$ cat config.mk
export PLATFORM = sky130hd
export DESIGN_NAME = mux_sel_arb
export DESIGN_NICKNAME = d
export VERILOG_FILES = /design/src/rtl/mux_sel_arb_pkg.sv /design/src/rtl/mux_sel_arb_rr_pick.sv /design/src/rtl/mux_sel_arb.sv
export SDC_FILE = /design/constraint.sdc
export NUM_CORES = 1
export LEC_CHECK = 0
export CAP_MARGIN = 10
export CORE_AREA = 4 4 41 43
export CTS_CLUSTER_DIAMETER = 100
export DETAILED_ROUTE_END_ITERATION = 8
export DIE_AREA = 0 0 45 47
export DONT_BUFFER_PORTS = 1
export GPL_ROUTABILITY_DRIVEN = 0
export MAX_ROUTING_LAYER = met4
export PLACE_DENSITY = 0.7
export SKIP_LAST_GASP = 1
export SLEW_MARGIN = 40
export SYNTH_ARGS = -nofsm -noshare
export SYNTH_HDL_FRONTEND = slang
export SYNTH_SLANG_ARGS = --single-unit
$ cat constraint.sdc
create_clock -name clk -period 2.3 [get_ports clk]
set_input_delay 0.23 -clock clk [delete_from_list [all_inputs] [get_ports clk]]
set_output_delay 0.23 -clock clk [all_outputs]
set_load 0.01 [all_outputs]
$ cat src/rtl/mux_sel_arb_pkg.sv
// Shared types and constants for the 4-channel round-robin select arbiter.
package mux_sel_arb_pkg;

  localparam int NCH   = 4;
  localparam int SEL_W = 2;

  typedef enum logic {
    IDLE  = 1'b0,
    GRANT = 1'b1
  } state_e;

  // Channel index to one-hot request/acknowledge vector.
  function automatic logic [NCH-1:0] onehot(input logic [SEL_W-1:0] idx);
    onehot      = '0;
    onehot[idx] = 1'b1;
  endfunction

endpackage

$ cat src/rtl/mux_sel_arb_rr_pick.sv
// Rotating-priority picker: first set request bit at or after base, mod NCH.
module rr_pick
  import mux_sel_arb_pkg::*;
(
  input  logic [NCH-1:0]   req,
  input  logic [SEL_W-1:0] base,
  output logic [SEL_W-1:0] idx,
  output logic             any
);

  logic [SEL_W-1:0] cand;

  // Scan from lowest priority to highest so the highest-priority hit is written last.
  always_comb begin
    // NOTE: every output of a combinational block gets a default first so no latch is inferred.
    idx  = base;
    any  = 1'b0;
    cand = base;
    for (int k = NCH - 1; k >= 0; k--) begin
      cand = base + SEL_W'(k);
      if (req[cand]) begin
        idx = cand;
        any = 1'b1;
      end
    end
  end

endmodule

$ cat src/rtl/mux_sel_arb.sv
// Round-robin arbiter driving a 4:1 mux select with valid/ready handshake,
// back-to-back grants and a stall timeout that abandons a stuck grant.
module mux_sel_arb
  import mux_sel_arb_pkg::*;
#(
  parameter int TIMEOUT = 15
) (
  input  logic             clk,
  input  logic             rst_n,
  input  logic [NCH-1:0]   req,
  output logic [NCH-1:0]   req_ack,
  output logic [SEL_W-1:0] sel,
  output logic             sel_valid,
  input  logic             sel_ready,
  output logic             timeout_err,
  input  logic             clr_err
);

  localparam logic [3:0] CNT_LAST = 4'(TIMEOUT - 1);

  state_e           state_q, state_d;
  logic [SEL_W-1:0] sel_q, sel_d;
  logic [SEL_W-1:0] ptr_q, ptr_d;
  logic [3:0]       cnt_q, cnt_d;
  logic             err_q, err_d;

  logic             handshake;
  logic             timeout_fire;
  logic [SEL_W-1:0] sel_next;
  logic [NCH-1:0]   pick_req;
  logic [SEL_W-1:0] pick_base;
  logic [SEL_W-1:0] pick_idx;
  logic             pick_any;

  assign sel_valid   = (state_q == GRANT);
  assign sel         = sel_q;
  assign timeout_err = err_q;
  assign handshake   = sel_valid & sel_ready;
  assign req_ack     = onehot(sel_q) & {NCH{handshake}};
  assign sel_next    = sel_q + 1'b1;

  // One picker serves both paths: fresh arbitration from ptr in IDLE, and the
  // back-to-back follow-on grant (current channel masked out) in GRANT.
  always_comb begin
    if (state_q == GRANT) begin
      pick_req  = req & ~onehot(sel_q);
      pick_base = sel_next;
    end else begin
      pick_req  = req;
      pick_base = ptr_q;
    end
  end

  rr_pick u_rr_pick (
    .req  (pick_req),
    .base (pick_base),
    .idx  (pick_idx),
    .any  (pick_any)
  );

  // Next-state logic: grant, handshake/re-grant, stall counting and timeout.
  always_comb begin
    state_d      = state_q;
    sel_d        = sel_q;
    ptr_d        = ptr_q;
    cnt_d        = cnt_q;
    err_d        = err_q;
    timeout_fire = 1'b0;
    case (state_q)
      IDLE: begin
        if (pick_any) begin
          state_d = GRANT;
          sel_d   = pick_idx;
          cnt_d   = '0;
        end
      end
      GRANT: begin
        if (sel_ready) begin
          // A ready in the last stall cycle still completes normally.
          ptr_d = sel_next;
          cnt_d = '0;
          if (pick_any) sel_d   = pick_idx;
          else          state_d = IDLE;
        end else if (cnt_q == CNT_LAST) begin
          state_d      = IDLE;
          ptr_d        = sel_next;
          timeout_fire = 1'b1;
        end else begin
          cnt_d = cnt_q + 4'd1;
        end
      end
      default: state_d = IDLE;
    endcase
    // A new timeout outranks a simultaneous clear.
    if (timeout_fire) err_d = 1'b1;
    else if (clr_err) err_d = 1'b0;
  end

  // State registers; reset abandons any grant without flagging an error.
  always_ff @(posedge clk or negedge rst_n) begin
    if (!rst_n) begin
      state_q <= IDLE;
      sel_q   <= '0;
      ptr_q   <= '0;
      cnt_q   <= '0;
      err_q   <= 1'b0;
    end else begin
      // NOTE: flops use non-blocking assignment so every register samples pre-edge values.
      state_q <= state_d;
      sel_q   <= sel_d;
      ptr_q   <= ptr_d;
      cnt_q   <= cnt_d;
      err_q   <= err_d;
    end
  end

endmodule

# Word-level counts from Yosys, hierarchy flattened
# Index checks and enable logic that the tools add are counted.
# op_classes
n_addsub	5
order_cmp	6
n_eq_ne	4
mux	38
bitwise	5
reduce_logical	5
# op_table
cell	n
2-bit 2-to-1 mux	9
1-bit 2-to-1 mux	17
4-bit 2-to-1 mux	4
2-bit by 3-bit < comparator with 1-bit output, second input constant	5
4-bit bitwise AND	2
1-bit binary-select mux with 2-bit select	4
4-bit case mux with 2 select lines	1
2-bit by 1-bit adder with 2-bit output, second input constant	2
2-bit adder, second input constant	2
4-bit by 1-bit adder with 4-bit output, second input constant	1
4-bit equality test, second input constant	1
2-bit != test, second input constant	2
4-bit inverter	1
2-bit case mux with 2 select lines	1
2-bit AND reduction	2
2-bit nonzero test	2
3-bit != test, second input constant	1
1-bit demux with 2-bit select	1
2-bit by 1-bit greater-or-equal comparator with 1-bit output, second input constant	1
1-bit case mux with 2 select lines	1
1-bit bitwise AND	1
1-bit logical AND	1
1-bit inverter	1
# totals
ff_bits	10
inputBits	8
out_inout_bits	8
wordCells	68

# Depth between registers and ports, before layout
# Gate-level depths: netlist of run 1.
# logic_depth
word_depth	16
ltp_mapped	7

# By module
# A second synthesis of run 1 with hierarchy kept.
# unflattened
cells_unflattened	78
hier_area_um2	719.4
# by_module_without_submodules
module	n_inst	cells_each	area_per_inst_um2
mux_sel_arb	1	62	619.3
rr_pick	1	16	100.1

# Worst setup path after synthesis of run 1
# OpenSTA, ideal clock, no wires.
# synth_timing
path_type	flip-flop to flip-flop
from	reg sel_q[0] (netlist: sel[0])
to	reg sel_q[0] (netlist: sel[0])
setup_time_ns	0.065
arrival_time_ns	1.741
required_ns	2.235
path_slack_ns	0.494
path_stages_with_launch	8
n_path_buf	0
cell_sequence	dfrtp_1 inv_1 ha_1 mux2_4 nor2_2 o22ai_1 a222oi_1 mux2_2
# synth_lines
item	line_no	text
start, declared	mux_sel_arb.sv:22	logic [SEL_W-1:0] sel_q, sel_d;
start signal, assigned	mux_sel_arb.sv:110	sel_q <= sel_d;
2-bit by 1-bit adder with 2-bit output *	mux_sel_arb.sv:40	assign sel_next = sel_q + 1'b1;
via sel_next[0]	mux_sel_arb.sv:29	logic [SEL_W-1:0] sel_next;
2-bit 2-to-1 mux *	mux_sel_arb.sv:45	if (state_q == GRANT) begin
2-bit adder	mux_sel_arb_rr_pick.sv:20	cand = base + SEL_W'(k);
1-bit binary-select mux with 2-bit select	mux_sel_arb_rr_pick.sv:21	if (req[cand]) begin
1-bit 2-to-1 mux (not written as such)	mux_sel_arb_rr_pick.sv:21	
2-bit 2-to-1 mux or 1-bit 2-to-1 mux (tied branches) (4 in a row)	mux_sel_arb_rr_pick.sv:21	
2-bit 2-to-1 mux *	mux_sel_arb.sv:71, mux_sel_arb.sv:82	
2-bit 2-to-1 mux	mux_sel_arb.sv:78	if (sel_ready) begin
2-bit case mux with 2 select lines *	mux_sel_arb.sv:69	case (state_q)
# The timed path passes the listed nets; every way through them passes the cells marked *. The select of a mux whose other input is x is not followed.
# A chain may end at the register's enable or synchronous reset.

# Worst setup path after layout of run 1
# Same ends and word-level chain as after synthesis.

==> flow_metrics.env, run 1 <==
export IMPL_avgRoutedWirePerCell_um=14.0
export IMPL_ys_seq_elements=10
export IMPL_finalSetupViolCount=0
export IMPL_final_util=0.619
export IMPL_fin_nets=106
export IMPL_synthDistinctLibCells=28
export IMPL_ff2ff_path_depth=7
export IMPL_wl_mm=1.48
export IMPL_cts_buffer_depth=2
export IMPL_dr_pass1_iters=4
export IMPL_track_usage=0.166
export IMPL_die_w_um=45
export IMPL_initial_utilization=0.569
export IMPL_crit_path_top_delay_cell="dfrtp_1"
export IMPL_tightest_slew_ns=0.563
export IMPL_drc_errors=0
export IMPL_power_uw=929
export IMPL_dp_hpwl_mm=1.20
export IMPL_whs_endpoint="timeout_err"
export IMPL_hp_class="input port to flop"
export IMPL_worstSetupPathType="flop to flop"
export IMPL_antenna_found_initial=0
export IMPL_diodes=0
export IMPL_report_final_slew_viol_count=0
export IMPL_ant_nets=0
export IMPL_dieArea_um2=2120
export IMPL_syn_inst=86
export IMPL_dieHeight_um=47
export IMPL_cellPowerDensity_nw_per_um2=1150
export IMPL_drive_above_1_share=0.143
export IMPL_cp_buffers_inverters=1
export IMPL_endpoint_kind="flop"
export IMPL_setup_tns_ns=0
export IMPL_slew_headroom=0.625
export IMPL_multiInputGateArea_um2=457
export IMPL_cts_made_buffers=3
export IMPL_clkTransAtPathRegs_ns=0.07
export IMPL_crit_chain="inv_1 > ha_1 > mux2_4 > nor2_2 > o22ai_1 > a222oi_1 > mux2_2"
export IMPL_yosysWarnings=0
export IMPL_io_pins=16
export IMPL_globalRouteOverflowTotal=0
export IMPL_cap_violations=0
export IMPL_hold_start="clr_err"
export IMPL_reg2reg_slack_ns=0.29
export IMPL_period_share=0.872
export IMPL_vias=640
export IMPL_rsz0062_at_grt="no"
export IMPL_whs_ns=0.0692
export IMPL_finalHoldViolCount=0
export IMPL_cp_top_family="multiplexers"
export IMPL_cts_tree="built"
export IMPL_instances_no_fill=106
export IMPL_worstReg2RegEnd="sel[0]"
export IMPL_regArea_um2=250
export IMPL_cts_sinks=10
export IMPL_cts_setup_buffers=0
export IMPL_viasPerCell=6.04
export IMPL_area_delta_synth_final_pct=8.78
export IMPL_syn_area_um2=741
export IMPL_portBuffers=0
export IMPL_finClkSkew_ns=0.00427
export IMPL_cp_start_kind="flop"
export IMPL_synth_seq_area_share=0.338
export IMPL_cp_startpoint="sel[0]"
export IMPL_grt_pass1_vias=545
export IMPL_critical_path_depth=7
export IMPL_synth_area_per_cell_um2=8.61
export IMPL_syn_nets=100
export IMPL_nFillCells=115
export IMPL_grt_max_degree=19
export IMPL_outcome="finished clean"
export IMPL_cp_arrival_ns=2.20
export IMPL_ctsResizeCount=0
export IMPL_crit_path_max_incr_delay_ns=0.49
export IMPL_cts_root_buffer="clkbuf_4"
export IMPL_grt_pass1_wl_mm=2.41
export IMPL_num_rows=13
export IMPL_p_leak_uw=0.000400
export IMPL_post_route_min_period_ns=2.01
export IMPL_max_freq_mhz=499
export IMPL_worst_path_max_fanout=7
export IMPL_r2r_start="sel[0]"
export IMPL_clk_latency_ns=0.26
export IMPL_fp_coreArea_um2=1300
export IMPL_placedCellCount=101
export IMPL_hold_buffers=1
export IMPL_holdPathStages=1
export IMPL_first_iter_violations=18
export IMPL_required_ns=2.50
export IMPL_htree_num_levels=1
export IMPL_ir_drop_v=0.000826
==> cells in the final DEF, fill, tap and decap left out <==
cell,count
a31oi_1,2
a222oi_1,1
nand2b_1,5
clkbuf_8,1
a21o_1,1
nand3_1,3
or4b_4,1
and3_4,1
nor2_1,3
a21boi_1,1
nand2_1,12
clkbuf_4,3
and3_1,5
ha_1,6
and2_1,1
dlygate4sd3_1,1
mux2_4,1
a21oi_1,8
a22oi_1,1
o221ai_1,1
o22ai_1,2
a21bo_2,1
o221a_2,1
a21boi_0,1
inv_1,7
dfrtp_1,10
buf_4,1
and2b_1,1
nor2_2,1
mux2_2,2
o21ai_0,6
==> metal layers <==
metal  track usage  vias up  routed length (um)
met1         0.225      298                 701
met3        0.0651        2                 156
met4        0.0702        0                  18
li1              -      317                   -
met5             -        -                   0
met2         0.215       23                 606
==> per-stage QoR <==
stage          cell area, um2  setup WS (ns)
2_1_floorplan             741          0.494
3_3_place_gp              759          0.382
3_5_place_dp              759          0.318
4_1_cts                   806          0.303
5_1_grt                   806          0.201
6_report                  806          0.295
==> worst max-delay path by stage <==
stage,to,slack (ns)
after floorplan,sel[0],0.49
after global placement,sel[0],0.38
after detailed placement,sel[0],0.32
after CTS,sel[0],0.30
after global routing,sel[0],0.20
final,sel[0],0.29
==> synth_stat cells <==
cell type | n | area, um2
a21oi_1 | 8 | 40.0
a21bo_2 | 1 | 10.0
dfrtp_1 | 10 | 250
o21ai_0 | 6 | 30.0
a21boi_0 | 1 | 7.51
nand3_1 | 3 | 15.0
and3_1 | 5 | 31.3
a222oi_1 | 1 | 10.0
a22oi_1 | 1 | 7.51
nand2_1 | 12 | 45.0
buf_4 | 1 | 7.51
or4b_4 | 1 | 13.8
and2_1 | 1 | 6.26
a21o_1 | 1 | 7.51
and3_4 | 1 | 11.3
and2b_1 | 1 | 7.51
ha_1 | 6 | 75.1
o221a_2 | 1 | 11.3
nor2_2 | 1 | 6.26
inv_1 | 7 | 26.3
nand2b_1 | 5 | 31.3
o221ai_1 | 1 | 8.76
a31oi_1 | 2 | 12.5
a21boi_1 | 1 | 7.51
nor2_1 | 3 | 11.3
mux2_4 | 1 | 15.0
o22ai_1 | 2 | 12.5
mux2_2 | 2 | 22.5
==> where the power goes <==
group / leakage, uW / switching [uW] / internal [uW]
clock: 0.0000210 / 57.9 / 96.0
combinational: 0.000253 / 244 / 228
sequential: 0.000126 / 78.2 / 225
total: 0.000400 / 380 / 549
==> registers in the layout, summed over array words and instances (netlist names) <==
register     flops
sel              2
cnt_q            4
sel_valid        1
timeout_err      1
ptr_q            2
==> worst reg2reg max path, stage by stage (launching register included) <==
cell and delay (ns):
dfrtp_1 0.49, inv_1 0.11, ha_1 0.33, mux2_4 0.30
nor2_2 0.08, o22ai_1 0.07, a222oi_1 0.36, mux2_2 0.21
==> logic make-up after synthesis <==
kind of cell / count (synthesis) / share of synthesized area
buf+inv: 8 / 0.0456
fa+ha+maj: 6 / 0.101
compound gates: 26 / 0.223
mux: 3 / 0.0507
simple gates: 33 / 0.242
flops: 10 / 0.338
==> cell type report <==
cell class              instances  share of cell area
clock buffers                   4              0.0450
repair buffers                  2              0.0217
flip-flops and latches         10               0.311
inverters                       7              0.0326
multi-input cells              68               0.567
well taps                      15              0.0233
Note: power is estimated with default switching activity, not from simulation.
==> inputs of run 2 (changes only) <==
- CORE_AREA: 4 4 41 43 -> default
- CORE_MARGIN: default -> 2
- CORE_UTILIZATION: default -> 54
- CTS_CLUSTER_DIAMETER: 100 -> default
- DIE_AREA: 0 0 45 47 -> default
- PLACE_DENSITY: 0.7 -> 0.71
- clock period: 2.3 -> 1.8 ns (I/O delays scaled with it)
==> flow_metrics.env, run 2 (synthesized netlist as in run 1, its figures left out) <==
export IMPL_finalSetupViolCount=1
export IMPL_clk_latency_ns=0.26
export IMPL_fp_coreArea_um2=1280
export IMPL_hp_class="input port to flop"
export IMPL_finClkSkew_ns=0.00125
export IMPL_largest_reg_flops=4
export IMPL_wl_mm=1.75
export IMPL_pre_cts_slack_ns=-0.0129
export IMPL_mostFrequentLayoutCell="nand2_1"
export IMPL_final_cell_mix="nand2_1 (12), dfrtp_1 (9), a21oi_1 (8)"
export IMPL_drc_errors=0
export IMPL_initial_utilization=0.576
export IMPL_avgRoutedWirePerCell_um=15.5
export IMPL_endpoint_kind="flop"
export IMPL_cp_arrival_ns=1.95
export IMPL_portBuffers=0
export IMPL_period_share=1.01
export IMPL_clkTransAtPathRegs_ns=0.07
export IMPL_whs_endpoint="timeout_err"
export IMPL_cp_startpoint="sel[0]"
export IMPL_final_util=0.706
export IMPL_r2r_start="sel[0]"
export IMPL_cts_buffer_depth=2
export IMPL_report_final_slew_viol_count=0
export IMPL_place_area_um2=818
export IMPL_antenna_found_initial=0
export IMPL_highest_layer="met4"
export IMPL_post_route_min_period_ns=1.81
export IMPL_top_register="cnt_q"
export IMPL_wirelength_met1_um=819
export IMPL_area_delta_synth_final_pct=22.5
export IMPL_cap_violations=0
export IMPL_rsz0062_at_grt="yes"
export IMPL_dr_wl_met2_um=786
export IMPL_cts_sinks=10
export IMPL_max_freq_mhz=552
export IMPL_reg2reg_slack_ns=-0.01
export IMPL_viasPerCell=5.86
export IMPL_grt_max_degree=16
export IMPL_worstReg2RegEnd="sel[0]"
export IMPL_cts_root_buffer="clkbuf_4"
export IMPL_slew_headroom=0.671
export IMPL_die_w_um=41.0
export IMPL_ant_nets=0
export IMPL_worst_slack_ns=-0.0104
export IMPL_p_leak_uw=0.000442
export IMPL_first_iter_violations=32
export IMPL_ir_drop_v=0.000835
export IMPL_cts_tree="built"
export IMPL_outcome="complete, but fails checks"
export IMPL_ff2ff_path_depth=6
export IMPL_grt_pass1_wl_mm=2.51
export IMPL_cts_made_buffers=3
export IMPL_globalRouteOverflowTotal=0
export IMPL_cellPowerDensity_nw_per_um2=1530
export IMPL_dieArea_um2=1680
export IMPL_finalHoldViolCount=0
export IMPL_tightest_slew_ns=0.492
export IMPL_diodes=0
export IMPL_vias=662
export IMPL_worst_path_max_fanout=6
export IMPL_required_ns=1.94
export IMPL_worstSetupPathType="flop to flop"
export IMPL_fin_nets=113
export IMPL_cp_start_kind="flop"
export IMPL_violations="negative setup slack"
export IMPL_dieHeight_um=41.0
export IMPL_drive_above_1_share=0.255
export IMPL_track_usage=0.240
export IMPL_dr_pass1_iters=4
export IMPL_num_rows=13
export IMPL_io_pins=16
export IMPL_route_met3_wl_um=133
export IMPL_hold_start="clr_err"
export IMPL_grt_pass1_vias=591
export IMPL_htree_num_levels=1
export IMPL_fin_area_um2=907
export IMPL_dp_hpwl_mm=1.34
export IMPL_holdPathStages=1
==> run 2: changes by cell type in the layout (fill, tap and decap cells not counted), moves of 2 or more <==
cell   previous run  this run
buf_4             1         7
ha_1              6         4
ha_4              0         2
inv_1             7         5
inv_2             0         2
==> run 2: report_power, final <==
part	switching (uW)	leakage [uW]	internal, uW	total, uW
sequential	50.5	0.000124	290	340
clock	81.5	0.0000210	123	204
combinational	430	0.000296	415	844
==> run 2: what timing repair did <==
action                                  CTS  global route
setup buffers                             0             1
endpoints found under the setup margin    1             2
gates cloned                              0             0
gates resized for setup                   2             6
pin swaps                                 1             4
hold endpoints to repair                 10             0
hold buffers                              1             0
==> run 2: worst max path at each step <==
stage               endpoint  slack [ns]  cells after the start
floorplan             sel[0]        0.04                      7
global placement      sel[0]       -0.04                      7
detailed placement    sel[0]       -0.01                      7
CTS                   sel[0]       0.003                      7
global route          sel[0]       -0.09                      7
finish                sel[0]       -0.01                      6
==> run 2: final cells by class <==
class | count | area [um2]
flip-flops and latches | 10 | 251
fillers | 102 | 378
repair buffers | 9 | 82.6
well taps | 15 | 18.8
inverters | 7 | 26.3
multi-input cells | 68 | 492
clock buffers | 4 | 36.3
==> run 2: per-stage QoR <==
step / TNS [ns] / instances / hold slack, ns / total power, uW
3_5_place_dp: -0.0129 / 107 / -0.115 / 1070
6_report: -0.0104 / 113 / 0.0206 / 1390
3_3_place_gp: -0.0437 / 107 / -0.115 / 1040
4_1_cts: 0 / 112 / 0.0151 / 1300
5_1_grt: -0.167 / 113 / 0.00888 / 1500
2_1_floorplan: 0 / 86 / -0.116 / 865
==> run 2: metal layers <==
metal | track usage | vias to the layer above
li1 | - | 328
met1 | 0.318 | 300
met5 | - | -
met2 | 0.359 | 32
met4 | 0.0750 | 0
met3 | 0.0543 | 2
==> run 2: critical path, stage by stage (launching register included) <==
cell	delay (ns)
dfrtp_2	0.42
buf_4	0.17
ha_1	0.24
nand2b_1	0.15
o221a_2	0.14
a31oi_1	0.24
mux2_4	0.34
==> RTL change: new RTL, settings of run 1 <==
`NCH`: 4 -> 6.
--- a/src/rtl/mux_sel_arb_pkg.sv
+++ b/src/rtl/mux_sel_arb_pkg.sv
@@ -2,5 +2,5 @@
 package mux_sel_arb_pkg;
 
-  localparam int NCH   = 4;
+  localparam int NCH   = 6;
   localparam int SEL_W = 2;
 
Interface: changed (resized req and req_ack); port bits go from 16 to 20. No check against the original RTL was run, so the function may have changed too.
==> RTL change against run 1 <==
Count of clock-buffer cells in the layout decreased by 1; via count increased by 11%; total power decreased by 4.6%; sequential cell count unchanged; wire length increased by 15%; setup slack improved by 0.24 ns; synthesized area increased by 9.1%; fmax increased by 14%; clock power decreased by 28%; cell area increased by 5.1%; non-clock buffer count increased by 1; synthesized cell count increased by 3.5%; critical path depth decreased by 1; utilization increased by 3.2 points.
==> RTL change: results (changes against run 1) <==
* Seq_cells at 10 (unchanged)
* Critical-path maximum fanout at 6 (-1)
* Final min period at 1.76 ns (-0.240 ns)
* PostCTS Resize Cnt at 0 (unchanged)
* First drt pass iteration count at 4 (unchanged)
* Root Buffer: clkbuf_4
* Clk buf depth at 2 (unchanged)
* First-pass GRT wire length at 2.92 mm (+21%)
* Routed WL at 1.71 mm (+15%)
* Crit. Startpoint: sel[1]$_DFFE_PN0P_
* Multi-In Gates at 71 (+4.4%)
* Clock Skew at 0.00548 ns (+0.00121 ns)
* Nonclk inv count at 5 (-2)
* TritonCTS buffer count at 3 (unchanged)
* Clock transition at path regs at 0.06 ns
* Vias in the first global route at 668 (+23%)
* R2r startpoint: sel[1]$_DFFE_PN0P_
* Synth cell types at 36 (+29%)
* Max reg flops at 4 (unchanged)
* Non-clock buffer share at 2.95% (+0.78 points)
* All-Layer GR Usage at 20.0% (+3.4 points)
* Max IR drop VDD at 0.712 mV (-14%)
* Dpl ws at 0.525 ns (+0.206 ns)
* Clk cell area share at 2.66% (-1.8 points)
* Clk_lat worst skew at 0.26 ns (about the same)
* Synth cell count leaders: 10 x dfrtp_1, 8 x o21ai_0, 7 x nand2_1
* Nonclk buf count at 3 (+1)
* Share of layout cells above drive strength 1 at 17.4% (+3.1 points)
* Ys async rst share at 100% (unchanged)
* Fill count at 126 (+9.6%)
* Status: finished, final reports clean
* Reg2reg path depth at 6 (-1)
* Vias per Instance at 6.66 (+10%)
* Reg2reg setup slack at 0.54 ns (+0.24 ns)
* Multi-input gate area at 512 sq um (+12%)
* Hold EP: timeout_err$_DFFE_PN0P_
* Int Power at 0.000506 W (-7.9%)
* Post-CTS Setup Inserts at 0 (unchanged)
* Sequential fraction of total cell area at 29.5% (-1.5 points)
* Post-synthesis sequential area ratio at 31.0% (-2.8 points)
* Worst EP arrival at 1.93 ns (-0.27 ns)
* PortBufs at 0 (unchanged)
* Synth top area cells: dfrtp_1 31%, ha_1 9.3%, o21ai_0 5.0%
* Pleak at 0.381 nW (-4.7%)
* Largest net degree at the start of global routing at 14 (-5)
* Net count, final at 110 (+3.8%)
* Iteration-0 DRC Markers at 14 (-4)
* Hold WS at 0.0732 ns (+0.00393 ns)
* DPL Wire Length at 1.38 mm (+15%)
RTL change: cell count changes in the layout (fill, tap and decap cells not counted), moves of 2 or more:
cell      delta
nand2b_1     -2
inv_1        -2
nand2_1      -5
o21ai_0      +2
a21oi_1      -3
nor2_1       +2
conb_1       +2
a21bo_2      +2
o221ai_1     +2
RTL change: critical path, cell delays in order (launching register included):
cell and delay (ns):
dfrtp_1 0.43, inv_1 0.11, ha_1 0.30, mux2_4 0.30, o2111ai_1 0.19, o21ai_1 0.10
o32ai_2 0.25
RTL change: cell families after synthesis:
| kind of cell | share of synthesized area (%) |
|---|---|
| compound gates | 29.7 |
| fa+ha+maj | 9.29 |
| buf+inv | 6.19 |
| flops | 31.0 |
| mux | 3.25 |
| other cells | 0.464 |
| simple gates | 20.1 |
RTL change: metrics by stage:
step / area [sq um] / utilization [%] / cells
detailed placement: 815 / 62.6 / 103
global placement: 815 / 62.6 / 103
finish: 847 / 65.1 / 107
CTS: 847 / 65.1 / 107
global route: 847 / 65.1 / 107
floorplan: 812 / - / 90
RTL change: power by group through the flow:
stage / clock network (W) / registers, W / logic, W
floorplan: 0 / 0.000281 / 0.000387
global placement: 0 / 0.000280 / 0.000479
detailed placement: 0 / 0.000283 / 0.000489
CTS: 0.000117 / 0.000279 / 0.000496
global route: 0.000123 / 0.000289 / 0.000553
finish: 0.000111 / 0.000279 / 0.000496
RTL change: what timing repair did:
action / in CTS / in global routing
hold buffers: 1 / 0
endpoints found under the hold margin: 10 / 0
endpoints found under the setup margin: 0 / 0
RTL change: metal layers:
layer / GRT usage, % / routed length [um]
met3: 1.53 / 108
met1: 22.6 / 711
met5: - / 0
met2: 34.2 / 842
met4: 12.3 / 46
